<file path="src/rtl/rotate_frame_ctrl.sv">
// Frame-level rotation sequencer.
// Raster pixels are written to an external frame buffer at their rotated address.
// Once the last row is in, the buffer is read back linearly and re-emitted as a
// Start/H_Valid/H_Jump stream.
//
// state   | meaning
// --------+---------------------------------------------------------------
// S_IDLE  | waiting for Start_in with H_Valid_in; all other inputs ignored
// S_WRITE | accepting raster rows, writing each pixel at its rotated address
// S_READ  | linear read-out, OW reads then one gap per row, OH rows
module rotate_frame_ctrl #(
    parameter int W      = 256,
    parameter int H      = 256,
    parameter int ADDR_W = $clog2(W*H)
) (
    input  logic              Clk_in,
    input  logic              Rst_n,
    input  logic [1:0]        Rot_Mode,
    input  logic              Start_in,
    input  logic              H_Valid_in,
    input  logic              H_Jump_in,
    input  logic [23:0]       Bmp_Data,
    output logic              Mem_Wr_En,
    output logic [ADDR_W-1:0] Mem_Wr_Addr,
    output logic [23:0]       Mem_Wr_Data,
    output logic              Mem_Rd_En,
    output logic [ADDR_W-1:0] Mem_Rd_Addr,
    input  logic [23:0]       Mem_Rd_Data,
    output logic              Start_out,
    output logic              H_Valid_out,
    output logic              H_Jump_out,
    output logic [23:0]       Data_out,
    output logic              Busy,
    output logic              Frame_Done,
    output logic              Err
);

    localparam int RW   = $clog2(H + 1);
    localparam int CW   = $clog2(W + 1);
    localparam int MAXD = (W > H) ? W : H;
    localparam int DW   = $clog2(MAXD + 1);

    localparam logic [RW-1:0]     ROW_LAST = RW'(H - 1);
    localparam logic [CW-1:0]     COL_END  = CW'(W);
    localparam logic [DW-1:0]     W_D      = DW'(W);
    localparam logic [DW-1:0]     H_D      = DW'(H);
    // Address math is done modulo 2**ADDR_W, which yields the same low bits
    // as a full-width product followed by truncation.
    localparam logic [ADDR_W-1:0] A_W      = ADDR_W'(W);
    localparam logic [ADDR_W-1:0] A_H      = ADDR_W'(H);
    localparam logic [ADDR_W-1:0] A_W1     = ADDR_W'(W - 1);
    localparam logic [ADDR_W-1:0] A_H1     = ADDR_W'(H - 1);

    typedef enum logic [1:0] {S_IDLE = 2'd0, S_WRITE = 2'd1, S_READ = 2'd2} state_t;

    state_t              r_state, w_nxt_state;
    logic [1:0]          r_mode, w_nxt_mode;
    logic [RW-1:0]       r_row, w_nxt_row;
    logic [CW-1:0]       r_col, w_nxt_col;
    logic                r_err, w_nxt_err;
    logic                r_wr_en, w_nxt_wr_en;
    logic [ADDR_W-1:0]   r_wr_addr, w_nxt_wr_addr;
    logic [23:0]         r_wr_data, w_nxt_wr_data;
    logic [ADDR_W-1:0]   r_rd_addr, w_nxt_rd_addr;
    logic [DW-1:0]       r_rd_col, w_nxt_rd_col;
    logic [DW-1:0]       r_rd_row, w_nxt_rd_row;
    logic                r_rd_fin, w_nxt_rd_fin;
    logic                r_hval_out, r_start_out, r_jump_out, r_done;
    logic                w_nxt_done;

    logic                w_start;
    logic [DW-1:0]       w_ow, w_oh;
    logic                w_rd_en;
    logic [1:0]          w_px_mode;
    logic [ADDR_W-1:0]   w_pr, w_pc, w_px_addr;

    assign w_start = Start_in & H_Valid_in;
    assign w_ow    = r_mode[0] ? H_D : W_D;
    assign w_oh    = r_mode[0] ? W_D : H_D;
    assign w_rd_en = (r_state == S_READ) && !r_rd_fin && (r_rd_col < w_ow);

    // Rotated address of the pixel being accepted; a Start pixel is always (0,0)
    // under the incoming Rot_Mode.
    always_comb begin
        w_px_mode = w_start ? Rot_Mode : r_mode;
        w_pr      = w_start ? '0 : ADDR_W'(r_row);
        w_pc      = w_start ? '0 : ADDR_W'(r_col);
        unique case (w_px_mode)
            2'd0:    w_px_addr = w_pr * A_W + w_pc;
            2'd1:    w_px_addr = w_pc * A_H + (A_H1 - w_pr);
            2'd2:    w_px_addr = (A_H1 - w_pr) * A_W + (A_W1 - w_pc);
            default: w_px_addr = (A_W1 - w_pc) * A_H + w_pr;
        endcase
    end

    // Next-state, counters, write strobe and error flag.
    always_comb begin
        w_nxt_state   = r_state;
        w_nxt_mode    = r_mode;
        w_nxt_row     = r_row;
        w_nxt_col     = r_col;
        w_nxt_err     = r_err;
        w_nxt_wr_en   = 1'b0;
        w_nxt_wr_addr = r_wr_addr;
        w_nxt_wr_data = r_wr_data;
        w_nxt_rd_addr = r_rd_addr;
        w_nxt_rd_col  = r_rd_col;
        w_nxt_rd_row  = r_rd_row;
        w_nxt_rd_fin  = r_rd_fin;
        w_nxt_done    = 1'b0;
        unique case (r_state)
            S_IDLE: begin
                if (w_start) begin
                    w_nxt_mode    = Rot_Mode;
                    w_nxt_err     = 1'b0;
                    w_nxt_wr_en   = 1'b1;
                    w_nxt_wr_addr = w_px_addr;
                    w_nxt_wr_data = Bmp_Data;
                    w_nxt_row     = '0;
                    w_nxt_col     = CW'(1);
                    w_nxt_state   = S_WRITE;
                end
            end
            S_WRITE: begin
                if (w_start) begin
                    w_nxt_err     = 1'b1;
                    w_nxt_mode    = Rot_Mode;
                    w_nxt_wr_en   = 1'b1;
                    w_nxt_wr_addr = w_px_addr;
                    w_nxt_wr_data = Bmp_Data;
                    w_nxt_row     = '0;
                    w_nxt_col     = CW'(1);
                end else if (H_Valid_in) begin
                    if (H_Jump_in) w_nxt_err = 1'b1;
                    if (r_col < COL_END) begin
                        w_nxt_wr_en   = 1'b1;
                        w_nxt_wr_addr = w_px_addr;
                        w_nxt_wr_data = Bmp_Data;
                        w_nxt_col     = r_col + CW'(1);
                    end else begin
                        w_nxt_err = 1'b1;
                    end
                end else if (H_Jump_in) begin
                    if (r_col != COL_END) w_nxt_err = 1'b1;
                    w_nxt_col = '0;
                    if (r_row == ROW_LAST) begin
                        w_nxt_row   = '0;
                        w_nxt_state = S_READ;
                    end else begin
                        w_nxt_row = r_row + RW'(1);
                    end
                end
            end
            S_READ: begin
                if (w_start) w_nxt_err = 1'b1;
                if (r_rd_fin) begin
                    // Final H_Jump_out is on the wire now; done pulses next cycle.
                    w_nxt_state   = S_IDLE;
                    w_nxt_done    = 1'b1;
                    w_nxt_rd_fin  = 1'b0;
                    w_nxt_rd_addr = '0;
                    w_nxt_rd_col  = '0;
                    w_nxt_rd_row  = '0;
                end else if (r_rd_col < w_ow) begin
                    w_nxt_rd_addr = r_rd_addr + ADDR_W'(1);
                    w_nxt_rd_col  = r_rd_col + DW'(1);
                end else begin
                    w_nxt_rd_col = '0;
                    if (r_rd_row == w_oh - DW'(1)) w_nxt_rd_fin = 1'b1;
                    else                           w_nxt_rd_row = r_rd_row + DW'(1);
                end
            end
            default: w_nxt_state = S_IDLE;
        endcase
    end

    // State and datapath registers; the output stream lags the read sequence by one cycle.
    always_ff @(posedge Clk_in or negedge Rst_n) begin
        if (!Rst_n) begin
            r_state     <= S_IDLE;
            r_mode      <= '0;
            r_row       <= '0;
            r_col       <= '0;
            r_err       <= 1'b0;
            r_wr_en     <= 1'b0;
            r_wr_addr   <= '0;
            r_wr_data   <= '0;
            r_rd_addr   <= '0;
            r_rd_col    <= '0;
            r_rd_row    <= '0;
            r_rd_fin    <= 1'b0;
            r_hval_out  <= 1'b0;
            r_start_out <= 1'b0;
            r_jump_out  <= 1'b0;
            r_done      <= 1'b0;
        end else begin
            r_state     <= w_nxt_state;
            r_mode      <= w_nxt_mode;
            r_row       <= w_nxt_row;
            r_col       <= w_nxt_col;
            r_err       <= w_nxt_err;
            r_wr_en     <= w_nxt_wr_en;
            r_wr_addr   <= w_nxt_wr_addr;
            r_wr_data   <= w_nxt_wr_data;
            r_rd_addr   <= w_nxt_rd_addr;
            r_rd_col    <= w_nxt_rd_col;
            r_rd_row    <= w_nxt_rd_row;
            r_rd_fin    <= w_nxt_rd_fin;
            r_hval_out  <= w_rd_en;
            r_start_out <= w_rd_en && (r_rd_row == '0) && (r_rd_col == '0);
            r_jump_out  <= (r_state == S_READ) && !r_rd_fin && (r_rd_col == w_ow);
            r_done      <= w_nxt_done;
        end
    end

    assign Mem_Wr_En   = r_wr_en;
    assign Mem_Wr_Addr = r_wr_addr;
    assign Mem_Wr_Data = r_wr_data;
    assign Mem_Rd_En   = w_rd_en;
    assign Mem_Rd_Addr = r_rd_addr;
    assign Start_out   = r_start_out;
    assign H_Valid_out = r_hval_out;
    assign H_Jump_out  = r_jump_out;
    assign Data_out    = r_hval_out ? Mem_Rd_Data : 24'd0;
    assign Busy        = (r_state != S_IDLE);
    assign Frame_Done  = r_done;
    assign Err         = r_err;

endmodule

</file>
<file path="config.mk">
export PLATFORM = sky130hd
export DESIGN_NAME = rotate_frame_ctrl
export DESIGN_NICKNAME = d
export VERILOG_FILES = /design/src/rtl/rotate_frame_ctrl.sv
export SDC_FILE = /design/constraint.sdc
export NUM_CORES = 1
export LEC_CHECK = 0
export CAP_MARGIN = 30
export CORE_MARGIN = 10
export CORE_UTILIZATION = 50
export DETAILED_ROUTE_END_ITERATION = 10
export HOLD_SLACK_MARGIN = 0.1
export PLACE_DENSITY = 0.81
export SLEW_MARGIN = 20
export SYNTH_ARGS = -nofsm -noshare
export SYNTH_HDL_FRONTEND = slang
export SYNTH_SLANG_ARGS = --single-unit
export TNS_END_PERCENT = 5
</file>
<file path="constraint.sdc">
create_clock -name Clk_in -period 2.5 [get_ports Clk_in]
set_input_delay 0.5 -clock Clk_in [delete_from_list [all_inputs] [get_ports Clk_in]]
set_output_delay 0.5 -clock Clk_in [all_outputs]
set_load 0.05 [all_outputs]
</file>
==> reports/metrics.csv <==
metric,value,unit
internal-power,4170,uW
use_met2,32.9,%
power.density,865,mW/mm^2
synth.most_common_cell,nand2_1,
synth_nets,862,
clkPwrFrac,17.0,%
relSlewSlack,52.2,%
dr.pass1.iters,6,
cts_tree,yes,
fmax,420,MHz
start_util,51.0,%
die_w,133,um
die_area,0.0177,sq mm
syn_inst,782,
hold_class,primary input to async pin,
cp-endpoint,Mem_Wr_Addr[15]$_DFFE_PN0P_,
grt_max_degree,55,
crit_path_start_kind,primary input,
clock_skew,5.08,ps
required,2730,ps
dp_hpwl,14.0,mm
status,"finished, final reports clean",
clkLatencyLatePin,350,ps
overflow,0,
use_met3,6.47,%
cts_setup_buffers,0,
track_usage,20.5,%
die_y,133,um
ys_seq_area_share,40.2,%
r2r_end,Mem_Wr_Addr[14]$_DFFE_PN0P_,
final-hold-violation-count,0,
path_depth,12,
combPwrFrac,51.8,%
peakVddDrop,370,uV
leakage,0.00396,uW
cts_buffer_depth,2,
utilization,69.2,%
cts_buffers,9,
cp_data_arrival_time,2600,ps
ys.warnings.count,0,
vias,6334,
rrSetupSlack,190,ps
clk_pin_slew_worst_paths,70,ps
setup_viol,0,
rsz0062_at_grt,true,
synthArstFlopShare,100,%
postCtsHoldBufs,0,
drc,0,
ys_types,61,
worst-setup-path-type,primary input to flip-flop,
wl_per_cell,16.1,um
antenna_found_initial,0,
cp-end-kind,flip-flop,
finalCritPeriodShare,95.1,%
pwr-share-seq,31.2,%
grt_pass1_wl,30.5,mm
r2r_start,r_col[1]$_DFFE_PN0P_,
port_buffers,142,
power_switching,3360,uW
netlist.area_leader.share,40.2,%
synth-edff-count,0,
h-tree-depth,3,
synth_area,0.00641,sq mm
synthTopCellsByCount,"nand2_1 (151), dfrtp_1 (103), o21ai_0 (86)",
critPathSlowestCell,ha_1,
worstPathCellList,"dlygate4sd2_1, buf_4, nand2_8, buf_4, nand2_1, ha_1, a21o_1, a311oi_1, a21oi_1, o22ai_1, mux2i_1, a21oi_1",
fin_tns_setup,0,ps
busiest_layer,met2,
antennaDiodeCount,0,
detail-route-antenna-nets,0,
yosysTopAreaCell,dfrtp_1,
sw_frac_of_total,44.6,%
coreArea,0.0126,sq mm
finalMaxSlewViolations,0,
avgSynthCellArea,8.20,sq um
grt_use_met1,26.2,%
cp-startpoint,Start_in,
row_count,41,
r2r_cells,8,
num_io_pins,143,
drv_cap,0,
finalPower,7530,uW
grt_pass1_vias,6182,
slowest_delay,300,ps
ys_ff_latch,103,
synth_area_leaders,"dfrtp_1 (40%), nand2_1 (8.8%), o21ai_0 (6.7%)",
worstMarginPinSlew,710,ps
worst-path-buf-inv,3,
avgViaCountPerCell,5.60,
cts_root_buf,clkbuf_16,
min_period,2380,ps
gp_congestion,0.935,
drive_above_1_share,14.5,%
dr.first_iter.drc_count,584,
wl,18.2,mm
cpLargestDelayFamily,compound AO/OA/AOI/OAI gates,
cts_sinks,103,
syn_to_final_growth,35.7,%
ys.flop_type,dfrtp_1,
path_max_fanout,8,
nets,1036,
## stage by stage
step	std cells	hold WS [ps]	area, sq um	worst slack, ps
3_5_place_dp	1117	464	8430	-453
6_report	1132	92.9	8700	122
2_1_floorplan	782	204	6530	-55.7
4_1_cts	1132	101	8690	132
3_3_place_gp	1117	456	8430	-391
5_1_grt	1132	110	8700	-4.48
## cell usage in the layout (no fill, tap or decap), types with 8 or more instances in the layout
cell type	synthesis	routed
nand2_1	151	150
mux2i_1	8	8
a31oi_1	11	11
inv_1	16	15
nand3_1	24	23
dfrtp_1	103	103
or3_1	8	8
nor2_1	52	52
o31ai_1	8	8
nor3_1	8	8
buf_4	0	96
clkdlybuf4s50_1	0	113
o21ai_0	86	86
xor2_1	19	19
xnor2_1	18	18
a21oi_1	41	41
ha_1	25	21
and3_1	19	19
nand4_1	12	12
clkbuf_16	0	9
and2_1	32	30
## sequential cells by signal, summed over array words and instances (netlist names)
name / flops
Mem_Wr_Data: 24
Mem_Rd_Addr: 16
Mem_Wr_Addr: 16
r_col: 9
r_rd_col: 9
r_rd_row: 9
r_row: 9
r_mode: 2
r_state: 2
Err: 1
Frame_Done: 1
H_Jump_out: 1
H_Valid_out: 1
Mem_Wr_En: 1
Start_out: 1
r_rd_fin: 1
## worst register-to-register path, stage by stage (launching register included)
cell and delay, ps:
dfrtp_1 540, nand2b_1 280, a21oi_1 100, ha_2 230
o41ai_1 360, o21ai_0 220, mux2i_1 170, o21ai_0 220
nand3_2 80
## worst min path at each step
stage | slack (ps) | depth (start not counted) | end | start
after global placement | 460 | 2 | Mem_Wr_Data[16]$_DFFE_PN0P_ | Mem_Wr_Data[16]$_DFFE_PN0P_
final | 90 | 1 | Mem_Wr_En$_DFF_PN0_ | Rst_n
after detailed placement | 460 | 2 | Mem_Wr_Data[12]$_DFFE_PN0P_ | Mem_Wr_Data[12]$_DFFE_PN0P_
after floorplan | 200 | 0 | Err$_DFFE_PN0P_ | Rst_n
after global routing | 110 | 1 | Mem_Wr_En$_DFF_PN0_ | Rst_n
after CTS | 100 | 1 | r_col[6]$_DFFE_PN0P_ | Rst_n
## power by group through the flow
stage	logic, uW	clock network [uW]	registers (uW)
after floorplan	1340	0	3490
after global placement	3860	0	2360
after detailed placement	3910	0	2370
after CTS	3920	1310	2340
after global routing	4220	1390	2410
final	3900	1280	2350
## routing by layer
layer / wire length, um / share of wire, %
met5: 0 / 0
met4: 303 / 1.7
met3: 1550 / 8.5
met2: 8320 / 46
met1: 8050 / 44
## layout make-up
type	count	area, sq um
fill	1008	3870
sequential	103	2580
clock buffer	12	246
multi-input combinational	610	3640
tap	172	215
timing repair buffer	215	1940
inverter	17	63.8
clock inverter	3	18.8
## kinds of logic (layout without fill, tap and decap cells)
kind of cell	count (synthesis)	in the layout	share of synthesized area, %
XOR/XNOR	37	37	5.06
AND/OR/NAND/NOR	340	340	25.2
flip-flops	103	103	40.2
AO/OA/AOI/OAI	198	198	18.8
buffers and inverters	69	247	4.24
adder cells (fa/ha/maj)	25	25	4.88
multiplexers	10	10	1.64
## repair_timing
action / 4_1_cts / 5_1_grt
gates resized for setup: 4 / 2
setup endpoints to repair: 3 / 2
pin swaps: 1 / 0
Power figures use the tool's default switching activity.
==> patch 1 (same settings) <==
Reset style: synchronous (`Rst_n`), changed in one clocked block.
--- a/src/rtl/rotate_frame_ctrl.sv
+++ b/src/rtl/rotate_frame_ctrl.sv
@@ -175,7 +175,7 @@
     end
 
     // State and datapath registers; the output stream lags the read sequence by one cycle.
-    always_ff @(posedge Clk_in or negedge Rst_n) begin
+    always_ff @(posedge Clk_in) begin
         if (!Rst_n) begin
             r_state     <= S_IDLE;
             r_mode      <= '0;
Function: differs if Rst_n is asserted again (counterexample within 4 cycles, from zero or initial values and one cycle with Rst_n low); with Rst_n held inactive, the same outputs for 4 cycles.
==> patch 1 against the unedited design <==
Non-clock buffer count rose by 7; cell area rose by 0.40%; first-iteration DRC count rose by 9.9%; synthesized cell count rose by 6.1%; count of clock-buffer cells in the layout fell by 3; worst setup slack got worse by 0.051 ns; routed wire length rose by 16%; area after synthesis fell by 2.2%; sequential cell count did not move; sequential share of layout area fell by 6.0 points; utilization rose by 2.6 points; critical endpoint is now Mem_Wr_Addr[15].
Power is not compared: it rests on default switching activity, and its combinational part moved more than twofold at a synthesized area within 25%.
==> patch 1: results <==
{
  "outcome": "finished, final reports clean",
  "buf_share": 0.2306,
  "synth_top_area_share": 0.3290,
  "routedWlPerCell_microns": 17.88,
  "startpoint": "r_row[8]",
  "groute.layer.met2.usage": 0.3773,
  "slowest_delay_ns": 0.52,
  "multi_input_area_share": 0.4655,
  "worst_hold_path_type": "register to register",
  "fillers": 969,
  "synthFlopType": "sky130_fd_sc_hd__dfxtp_1",
  "worstRegToRegCells": 9,
  "multi_input_comb_area_sq_um": 4066,
  "routed-wl-met2_microns": 9888,
  "vias_in_the_first_global_route": 6371,
  "route.vias.total": 6784,
  "post_drt_via_cell_ratio": 5.759,
  "inverters_excl_clock": 26,
  "initialDrtViolationCount": 642,
  "dp.cells": 1162,
  "ys_types": 75,
  "layout.area.seq_sq_um": 2062,
  "worst_setup_hold_path_clk_slew_ns": 0.07,
  "dr_wl_met3_microns": 1605,
  "clock_buffer_count": 9,
  "antenna_cells": 0,
  "skew_ns": 0.008869,
  "cp.arrival_ns": 2.67,
  "total_power_mw": 4.296,
  "hpwlAfterDp_microns": 15810,
  "routedLengthMet1_microns": 8773,
  "post-place-ws_ns": -0.5517,
  "placed_cell_area_sq_um": 8307,
  "slew_headroom": 0.5273,
  "overall_global_routing_usage": 0.2329,
  "pin_count_of_the_biggest_net_entering_global_routing": 43,
  "synth-async-reset-ratio": 0,
  "detail_route.first_pass.iterations": 5,
  "worstReg2RegEnd": "Mem_Wr_Addr[15]",
  "worst_slack_ns": 0.07133,
  "postSynthCellCount": 830,
  "ys_seq_area_frac": 0.3290,
  "critical_path.max_fanout": 5,
  "grt_use_met3": 0.06136,
  "share_comb_of_total_power": 0.268,
  "setup.reg_to_reg.worst_slack_ns": 0.07,
  "cpMaxStageDelayCell": "sky130_fd_sc_hd__dfxtp_1",
  "layout.comb_gates.multi_input": 643,
  "nNonClkBuffers": 222,
  "routabilityCongestion": 0.9693,
  "gr-usage-met1": 0.2776,
  "synth.cells.most_frequent": "sky130_fd_sc_hd__nand2_1 (133), sky130_fd_sc_hd__dfxtp_1 (103), sky130_fd_sc_hd__a21oi_1 (80), sky130_fd_sc_hd__nor2_1 (72), sky130_fd_sc_hd__o21ai_0 (50)",
  "final.hold.worst_slack_ns": 0.4538,
  "grt_first_pass_wirelength_microns": 33700
}
patch 1: cell types whose count changed in the layout (fill, tap and decap cells not counted), sizes merged, moves of 6 or more:
cell	unedited run	this run
a211oi	3	10
a21oi	41	81
dfxtp	0	103
dfrtp	103	0
nor3	8	14
buf	100	106
nand2	151	133
a311oi	2	9
o31ai	8	2
inv	17	28
nor2	52	72
and3	19	11
o21ai	87	55
patch 1: logic make-up (layout without fill, tap and decap cells):
logic type | Yosys count | count (layout) | share of synthesized area
AO/OA/AOI/OAI | 219 | 219 | 0.2216
XOR/XNOR | 41 | 41 | 0.05730
adder cells (fa/ha/maj) | 26 | 26 | 0.05191
buffers and inverters | 84 | 264 | 0.05670
flip-flops | 103 | 103 | 0.3290
multiplexers | 9 | 9 | 0.01737
AND/OR/NAND/NOR | 348 | 348 | 0.2661
patch 1: what timing repair did:
action,in CTS,in global routing
pin swaps,2,9
setup endpoints to repair,6,7
gates resized for setup,4,22
==> patch 2 (same settings) <==
Made on the original files. `W`: 256 -> 512.
--- a/src/rtl/rotate_frame_ctrl.sv
+++ b/src/rtl/rotate_frame_ctrl.sv
@@ -9,7 +9,7 @@
 // S_WRITE | accepting raster rows, writing each pixel at its rotated address
 // S_READ  | linear read-out, OW reads then one gap per row, OH rows
 module rotate_frame_ctrl #(
-    parameter int W      = 256,
+    parameter int W      = 512,
     parameter int H      = 256,
     parameter int ADDR_W = $clog2(W*H)
 ) (
Ports: changed (resized Mem_Rd_Addr and Mem_Wr_Addr); port bits go from 143 to 145. The function was not compared with the original's and may differ.
==> patch 2 against the unedited design <==
Hold slack better by 0.056 ns; cell area grew 7.5%; clock power grew 9%; sequential cell count is 5 higher; combinational power is 4% higher; routed wire length up 14%; area after synthesis rose by 9.2%; worst setup slack better by 0.060 ns; power grew 4.4%.
==> patch 2: results <==
{
  "ys_types": 73,
  "initialDrtViolationCount": 609,
  "netlist_top_cells_area": "sky130_fd_sc_hd__dfrtp_1 (39%), sky130_fd_sc_hd__nand2_1 (8.4%), sky130_fd_sc_hd__o21ai_0 (5.2%)",
  "outcome": "finished, final reports clean",
  "post_drt_via_cell_ratio": 5.644,
  "total_leakage_power_nw": 4.150,
  "post_route_cells_drive_above_1_share": 0.1424,
  "multi_input_comb_area_sq_um": 3980,
  "ys_seq_area_frac": 0.3861,
  "pin_count_of_the_biggest_net_entering_global_routing": 49,
  "power.ir.vdd_worst_mv": 0.4947,
  "nets": 1102,
  "placed_cell_area_sq_um": 9044,
  "port_buffers": 144,
  "vias_in_the_first_global_route": 6493,
  "drt-total-wl_microns": 20690,
  "hpwlAfterDp_microns": 15930,
  "overall_global_routing_usage": 0.2091,
  "synth.net_count": 933,
  "grt_first_pass_wirelength_microns": 33910,
  "synth.cells.most_frequent": "sky130_fd_sc_hd__nand2_1 (157), sky130_fd_sc_hd__dfrtp_1 (108), sky130_fd_sc_hd__o21ai_0 (73), sky130_fd_sc_hd__nor2_1 (58), sky130_fd_sc_hd__a21oi_1 (52)",
  "skew_ns": 0.01156,
  "fillers": 1151,
  "slew_headroom": 0.5819,
  "routabilityCongestion": 0.9814,
  "cp.arrival_ns": 1.82
}
-- patch 2: cell types whose count changed in the layout (fill, tap and decap cells not counted), moves of 10 or more --
cell | before | now
sky130_fd_sc_hd__o21ai_1 | 0 | 10
sky130_fd_sc_hd__a21oi_1 | 41 | 52
sky130_fd_sc_hd__o21ai_0 | 86 | 68
sky130_fd_sc_hd__xnor2_1 | 18 | 28
sky130_fd_sc_hd__inv_1 | 15 | 28
-- patch 2: layout make-up --
class,instances,share of cell area
Multi-Input combinational cell,656,0.4257
Timing Repair Buffer,216,0.2187
Clock inverter,5,0.004818
Clock buffer,10,0.02556
Inverter,30,0.01204
Sequential cell,108,0.2891
Tap cell,180,0.02409
-- patch 2: final timing paths --
check | slack [ns] | end | from
min in group Clk_in | 0.48 | Mem_Wr_Data[15] | Mem_Wr_Data[15]
max reg2reg | 0.26 | Mem_Wr_Addr[14] | r_row[8]
min | 0.15 | Mem_Wr_Data[12] | Rst_n
max in group asynchronous | 1.68 | Mem_Wr_Addr[2] | Rst_n
max | 0.18 | Mem_Rd_En | r_mode[0]
min reg2reg | 0.48 | Mem_Wr_Data[15] | Mem_Wr_Data[15]
-- patch 2: routing by layer --
layer	global-route usage	up-vias	wire [microns]
li1	-	3315	-
met1	0.2633	3194	8836
met2	0.3574	261	10220
met3	0.04349	31	1294
met4	0.04939	0	342
met5	0	-	0
-- patch 2: kinds of logic after synthesis --
logic type | Yosys count | synth area share
fa+ha+maj | 26 | 0.04648
buf+inv | 88 | 0.05399
mux | 14 | 0.02109
compound gates | 217 | 0.1925
xor+xnor | 46 | 0.05756
simple gates | 353 | 0.2422
flops | 108 | 0.3861
-- patch 2: stage by stage --
step,std cells,hold slack (ns)
4_1_cts,1205,0.1695
5_1_grt,1205,0.1980
6_report,1205,0.1488
3_3_place_gp,1190,0.4566
3_5_place_dp,1190,0.4608
2_1_floorplan,852,0.2044
-- patch 2: timing repair --
item / CTS / global route
hold buffers: 0 / 0
gates resized for setup: 3 / 7
setup endpoints to repair: 4 / 7
-- patch 2: critical path, cell delays in order (launching register included) --
cell and delay [ns]:
sky130_fd_sc_hd__dfrtp_1 0.41, sky130_fd_sc_hd__ha_1 0.31, sky130_fd_sc_hd__nor2b_1 0.16, sky130_fd_sc_hd__nor2_2 0.16
sky130_fd_sc_hd__nand2_1 0.16, sky130_fd_sc_hd__inv_2 0.13, sky130_fd_sc_hd__buf_12 0.14
-- patch 2: power by group --
group	total (mW)	internal (mW)	switching, mW
clock network	1.39	0.713	0.679
registers	2.42	2.14	0.285
logic	4.05	1.44	2.61
